--- config.mk ---
export PLATFORM = sky130hd
export DESIGN_NAME = mux_scan_nto1
export DESIGN_NICKNAME = d
export VERILOG_FILES = /design/src/rtl/mux_pkg.sv /design/src/rtl/mux_scan_ctr.sv /design/src/rtl/mux_scan_nto1.sv
export SDC_FILE = /design/constraint.sdc
export NUM_CORES = 1
export LEC_CHECK = 0
export CAP_MARGIN = 10
export CORE_MARGIN = 5
export CORE_UTILIZATION = 32
export DETAILED_ROUTE_END_ITERATION = 10
export GPL_TIMING_DRIVEN = 0
export HOLD_SLACK_MARGIN = 0.03
export PLACE_DENSITY = 0.68
export SLEW_MARGIN = 10
export SYNTH_ARGS = -nofsm -noshare
export SYNTH_HDL_FRONTEND = slang
export SYNTH_SLANG_ARGS = --single-unit
--- constraint.sdc ---
create_clock -name clk -period 1.64 [get_ports clk]
set_input_delay 0.41 -clock clk [delete_from_list [all_inputs] [get_ports clk]]
set_output_delay 0.41 -clock clk [all_outputs]
set_load 0.02 [all_outputs]
--- src/rtl/mux_pkg.sv ---
// Shared definitions for the scanning N-to-1 multiplexer: mode encodings and select-width helper.
package mux_pkg;

    localparam logic MODE_MANUAL = 1'b0;
    localparam logic MODE_AUTO   = 1'b1;

    // Width needed to index n items, never narrower than one bit.
    function automatic int sel_width(input int n);
        return (n <= 1) ? 1 : $clog2(n);
    endfunction

endpackage

--- src/rtl/mux_scan_ctr.sv ---
// Auto-scan sequencer: holds each channel for DWELL enabled cycles and flags the return to channel 0.
module mux_scan_ctr
    import mux_pkg::*;
#(
    parameter int NCH   = 4,
    parameter int DWELL = 4,
    parameter int SELW  = sel_width(NCH)
) (
    input  logic            clk,
    input  logic            rst_n,
    input  logic            en,
    input  logic            clr,
    input  logic            start,
    output logic [SELW-1:0] scan_ch,
    output logic            wrap
);

    localparam int DCW = sel_width(DWELL);
    localparam logic [SELW-1:0] LAST_CH = SELW'(NCH - 1);
    localparam logic [DCW-1:0]  LAST_DW = DCW'(DWELL - 1);

    logic [SELW-1:0] scan_ch_reg, scan_ch_next;
    logic [DCW-1:0]  dwell_cnt_reg, dwell_cnt_next;
    logic            wrap_reg, wrap_next;

    function automatic logic [SELW-1:0] next_ch(input logic [SELW-1:0] c);
        return (c == LAST_CH) ? '0 : c + SELW'(1);
    endfunction

    always_comb begin
        scan_ch_next   = scan_ch_reg;
        dwell_cnt_next = dwell_cnt_reg;
        wrap_next      = wrap_reg;
        if (en) begin
            if (clr) begin
                scan_ch_next   = '0;
                dwell_cnt_next = '0;
                wrap_next      = 1'b0;
            end else if (start) begin
                // The entry cycle already presents channel 0, so it counts as the first dwell cycle.
                if (DWELL == 1) begin
                    scan_ch_next   = next_ch('0);
                    dwell_cnt_next = '0;
                    wrap_next      = (LAST_CH == '0);
                end else begin
                    scan_ch_next   = '0;
                    dwell_cnt_next = DCW'(1);
                    wrap_next      = 1'b0;
                end
            end else if (dwell_cnt_reg == LAST_DW) begin
                scan_ch_next   = next_ch(scan_ch_reg);
                dwell_cnt_next = '0;
                wrap_next      = (scan_ch_reg == LAST_CH);
            end else begin
                dwell_cnt_next = dwell_cnt_reg + DCW'(1);
                wrap_next      = 1'b0;
            end
        end
    end

    always_ff @(posedge clk or negedge rst_n) begin
        if (!rst_n) begin
            scan_ch_reg   <= '0;
            dwell_cnt_reg <= '0;
            wrap_reg      <= 1'b0;
        end else begin
            scan_ch_reg   <= scan_ch_next;
            dwell_cnt_reg <= dwell_cnt_next;
            wrap_reg      <= wrap_next;
        end
    end

    assign scan_ch = scan_ch_reg;
    assign wrap    = wrap_reg;

endmodule

--- src/rtl/mux_scan_nto1.sv ---
// Registered N-to-1 channel multiplexer with manual select and auto-scan modes.
// Define MUX_SCAN_PARITY_EN to add the registered even-parity output y_par.
module mux_scan_nto1
    import mux_pkg::*;
#(
    parameter int  WIDTH = 8,
    parameter int  NCH   = 4,
    parameter int  DWELL = 4,
    localparam int SELW  = sel_width(NCH)
) (
    input  logic                 clk,
    input  logic                 rst_n,
    input  logic [NCH*WIDTH-1:0] i,
    input  logic [SELW-1:0]      s,
    input  logic                 mode,
    input  logic                 en,
    output logic [WIDTH-1:0]     y,
    output logic                 y_valid,
    output logic [SELW-1:0]      ch,
`ifdef MUX_SCAN_PARITY_EN
    output logic                 y_par,
`endif
    output logic                 scan_wrap
);

    localparam int NSLOT = 1 << SELW;

    // Select slots beyond NCH read as zero so an illegal manual select yields y=0.
    logic [WIDTH-1:0] ch_data [NSLOT];

    genvar gi;
    generate
        for (gi = 0; gi < NSLOT; gi++) begin : g_ch
            if (gi < NCH) begin : g_live
                assign ch_data[gi] = i[gi*WIDTH +: WIDTH];
            end else begin : g_pad
                assign ch_data[gi] = '0;
            end
        end
    endgenerate

    logic sel_legal;
    generate
        if (NCH == NSLOT) begin : g_full
            assign sel_legal = 1'b1;
        end else begin : g_partial
            assign sel_legal = (s < SELW'(NCH));
        end
    endgenerate

    logic [WIDTH-1:0] y_reg, y_next;
    logic             y_valid_reg, y_valid_next;
    logic [SELW-1:0]  ch_reg, ch_next;
    logic             scan_wrap_reg, scan_wrap_next;
    logic             mode_q_reg, mode_q_next;
    logic [SELW-1:0]  scan_ch;
    logic             ctr_wrap;
    logic             scan_clr, scan_start;

    assign scan_clr   = (mode == MODE_MANUAL);
    assign scan_start = (mode == MODE_AUTO) && (mode_q_reg == MODE_MANUAL);

    mux_scan_ctr #(
        .NCH   (NCH),
        .DWELL (DWELL),
        .SELW  (SELW)
    ) u_ctr (
        .clk     (clk),
        .rst_n   (rst_n),
        .en      (en),
        .clr     (scan_clr),
        .start   (scan_start),
        .scan_ch (scan_ch),
        .wrap    (ctr_wrap)
    );

    always_comb begin
        y_next         = y_reg;
        ch_next        = ch_reg;
        y_valid_next   = 1'b0;
        scan_wrap_next = 1'b0;
        mode_q_next    = mode_q_reg;
        if (en) begin
            mode_q_next = mode;
            if (mode == MODE_MANUAL) begin
                y_next       = sel_legal ? ch_data[s] : '0;
                ch_next      = s;
                y_valid_next = sel_legal;
            end else if (mode_q_reg == MODE_MANUAL) begin
                y_next       = ch_data[0];
                ch_next      = '0;
                y_valid_next = 1'b1;
            end else begin
                y_next         = ch_data[scan_ch];
                ch_next        = scan_ch;
                y_valid_next   = 1'b1;
                scan_wrap_next = ctr_wrap;
            end
        end
    end

    always_ff @(posedge clk or negedge rst_n) begin
        if (!rst_n) begin
            y_reg         <= '0;
            y_valid_reg   <= 1'b0;
            ch_reg        <= '0;
            scan_wrap_reg <= 1'b0;
            mode_q_reg    <= MODE_MANUAL;
        end else begin
            y_reg         <= y_next;
            y_valid_reg   <= y_valid_next;
            ch_reg        <= ch_next;
            scan_wrap_reg <= scan_wrap_next;
            mode_q_reg    <= mode_q_next;
        end
    end

    assign y         = y_reg;
    assign y_valid   = y_valid_reg;
    assign ch        = ch_reg;
    assign scan_wrap = scan_wrap_reg;

`ifdef MUX_SCAN_PARITY_EN
    // y_next already holds when disabled, so its parity tracks the held value too.
    logic y_par_reg;
    always_ff @(posedge clk or negedge rst_n) begin
        if (!rst_n) y_par_reg <= 1'b0;
        else        y_par_reg <= ^y_next;
    end
    assign y_par = y_par_reg;
`endif

endmodule

==> flow_metrics.env <==
export IMPL_gp_congestion=0.820
export IMPL_end_kind="output port"
export IMPL_dp_hpwl_um=2810
export IMPL_ys_seq_area_share_pct=35.2
export IMPL_grt_ovfl_total=0
export IMPL_max_stage_delay_ps=590
export IMPL_async_reset_ff_share_pct=100
export IMPL_fin_worst_skew_ps=7.53
export IMPL_start_util_pct=32.4
export IMPL_drv_cap=0
export IMPL_track_usage_pct=15.1
export IMPL_syn_nets=162
export IMPL_cts_sinks=18
export IMPL_status="finished, final reports clean"
export IMPL_period_needed_ps=1590
export IMPL_finalMaxSlewViolations=0
export IMPL_clock_fmax_ghz=0.629
export IMPL_yosys_warnings=0
export IMPL_grt_max_degree=19
export IMPL_finalSetupViolations=0
export IMPL_synth_largest_area_cell="dfrtp_1"
export IMPL_die_area_mm2=0.00536
export IMPL_synth_area_leaders="dfrtp_1, mux2_2, mux4_2, nand2_1, a221oi_1"
export IMPL_drt_pass1_iter_count=4
export IMPL_drive_gt1_share_pct=23.6
export IMPL_avgSynthCellArea_um2=10.5
export IMPL_cts_root_buffer="clkbuf_8"
export IMPL_wl_per_cell_um=17.1
export IMPL_grt_pass1_wl_um=6180
export IMPL_critPathKind="reg -> out"
export IMPL_synth_edf_count=0
export IMPL_netlist_instances=122
export IMPL_leakagePower_nw=0.793
export IMPL_drtIter0Drc=39
export IMPL_yosys_most_used_dff="dfrtp_1"
export IMPL_antenna_found_initial=0
export IMPL_insertion_delay_ps=260
export IMPL_slew_headroom_pct=44.0
export IMPL_power_mw=1.28
export IMPL_worst_path_buf_inv=1
export IMPL_cts_inserted_buffers=3
export IMPL_hold_path_class="reg -> reg"
export IMPL_cp_data_required_time_ps=1230
export IMPL_rsz0062_at_grt="false"
export IMPL_ys_seq_elements=18
export IMPL_htreeDepth=1
export IMPL_clk_pin_slew_ps=70
export IMPL_synth_distinct_cells=30
export IMPL_vias=1226
export IMPL_synth_area_mm2=0.00128
export IMPL_critical_path_startpoint_type="flop"
export IMPL_post_cts_buffers=0
export IMPL_startpoint="y_valid$_DFF_PN0_"
export IMPL_drt_wl_total_um=3820
export IMPL_dp_cells=220
export IMPL_peakVddDrop_uv=233
export IMPL_port_buffers=48
export IMPL_drc=0
export IMPL_largest_reg_flops=8
export IMPL_synth_top_area_share_pct=35.2
export IMPL_core_mm2=0.00394
export IMPL_die_x_um=73.2
export IMPL_fin_crit_sh_pct=96.9
export IMPL_synthToLayoutAreaGrowth_pct=48.6
export IMPL_p_per_area_mw_per_mm2=671
export IMPL_cp_top_family="buffers and inverters"
export IMPL_io_pin_count=50
export IMPL_rr_startpoint="u_ctr.scan_ch[0]$_DFFE_PN0P_"
export IMPL_fin_nets=215
export IMPL_worst_slew_pin_slew_ps=837
export IMPL_finalNonFillerCells=224
export IMPL_worstPathCellList="clkdlybuf4s50_1"
export IMPL_cp_slowest_cell="clkdlybuf4s50_1"
export IMPL_cp_max_fo=1
export IMPL_worstHoldStart="u_ctr.dwell_cnt_reg[1]$_DFFE_PN0P_"
export IMPL_critical_path_arrival_ps=1180
export IMPL_first_global_vias=1280
export IMPL_cts_buffer_depth=2
export IMPL_timing_setup_tns_ps=0
export IMPL_fillCellCount=369
export IMPL_via_per_inst=5.47
export IMPL_row_count=23
export IMPL_cts_tree="done"
export IMPL_hold_viol_final=0
export IMPL_antenna_left=0
export IMPL_die_h_um=73.2
export IMPL_num_antenna_cells=0
[logic make-up after synthesis]
family | synth area share, %
mux | 29.4
fa+ha+maj | 1.96
simple gates | 13.0
buf+inv | 5.67
compound gates | 14.8
flops | 35.2
[worst register-to-register path: cells and delay by family (launching register included)]
| kind | cells | cell delay [ps] |
|---|---|---|
| AOI/OAI and AO/OA | 1 | 70 |
| muxes | 1 | 530 |
| and+or+nand+nor | 1 | 80 |
| DFF | 1 | 400 |
| buffers and inverters | 1 | 250 |
[cell type report]
| type | count | area (um2) | area share (%) |
|---|---|---|---|
| flip-flops and latches | 18 | 450 | 23.7 |
| well taps | 50 | 62.6 | 3.29 |
| multi-input cells | 92 | 758 | 39.9 |
| clock buffers | 4 | 55.1 | 2.90 |
| plain buffers | 9 | 66.3 | 3.49 |
| inverters | 3 | 15.0 | 0.790 |
| repair buffers | 48 | 493 | 25.9 |
[path summary, 6_finish.rpt]
| check | endpoint | depth (start not counted) | slack (ps) |
|---|---|---|---|
| setup / recovery | y_valid | 1 | 50 |
| max in group asynchronous | ch[0]$_DFFE_PN0P_ | 1 | 490 |
| hold reg to reg | u_ctr.dwell_cnt_reg[1]$_DFFE_PN0P_ | 1 | 500 |
| setup reg to reg | y[2]$_DFFE_PN0P_ | 4 | 200 |
| hold / removal | u_ctr.dwell_cnt_reg[1]$_DFFE_PN0P_ | 1 | 500 |
| min in group asynchronous | y[4]$_DFFE_PN0P_ | 1 | 620 |
[stage by stage]
| stage | setup slack (ps) | util (%) | area [um2] | hold slack, ps |
|---|---|---|---|---|
| final | 50.5 | 48.2 | 1900 | 500 |
| after CTS | 0.114 | 47.5 | 1870 | 509 |
| after global routing | 8.82 | 48.2 | 1900 | 519 |
| after floorplan | 275 | - | 1280 | 114 |
| after detailed placement | -438 | 46.2 | 1820 | 493 |
| after global placement | -439 | 46.2 | 1820 | 478 |
[synth_stat cells, drive strengths merged (2+ instances only)]
cell type and count:
a21oi 2, a221oi 8, a22o 2, a31oi 9, buf 7, clkbuf 2
dfrtp 18, ha 2, inv 2, mux2 17, mux4 8, nand2 18
nand3 2, nor2 12, nor2b 2, o21ai 4
[report_power, final]
part           leakage [nW]  total, mW  switching [mW]  internal, mW
combinational         0.544      0.397           0.182         0.215
clock                0.0288      0.370           0.156         0.214
sequential            0.220      0.508          0.0241         0.484
total                 0.793       1.28           0.363         0.913
[timing repair]
item                       CTS  global route
setup endpoints to repair   12            19
hold buffers                 0             0
resized for setup            5            12
gates cloned                 0             0
[cell usage in the layout, fill, tap and decap left out, types with 3 or more instances in the layout]
master and count:
clkdlybuf4s50_1 37, nand2_1 18, dfrtp_1 18, mux2_2 16, nor2_1 11, a31oi_1 9, mux4_2 8, a221oi_1 7
dlymetal6s2s_1 7, o21ai_0 4, clkbuf_8 4, dlygate4sd2_1 4, clkbuf_2 3
[per-layer routing]
layer | global-route usage (%) | routed length [um] | part of all wire [%]
met1 | 18.4 | 1590 | 42
met2 | 25.8 | 1920 | 50
met3 | 3.58 | 266 | 7.0
met4 | 5.53 | 42 | 1.1
met5 | 0 | 0 | 0
No activity file was read; power rests on OpenSTA's default activity.
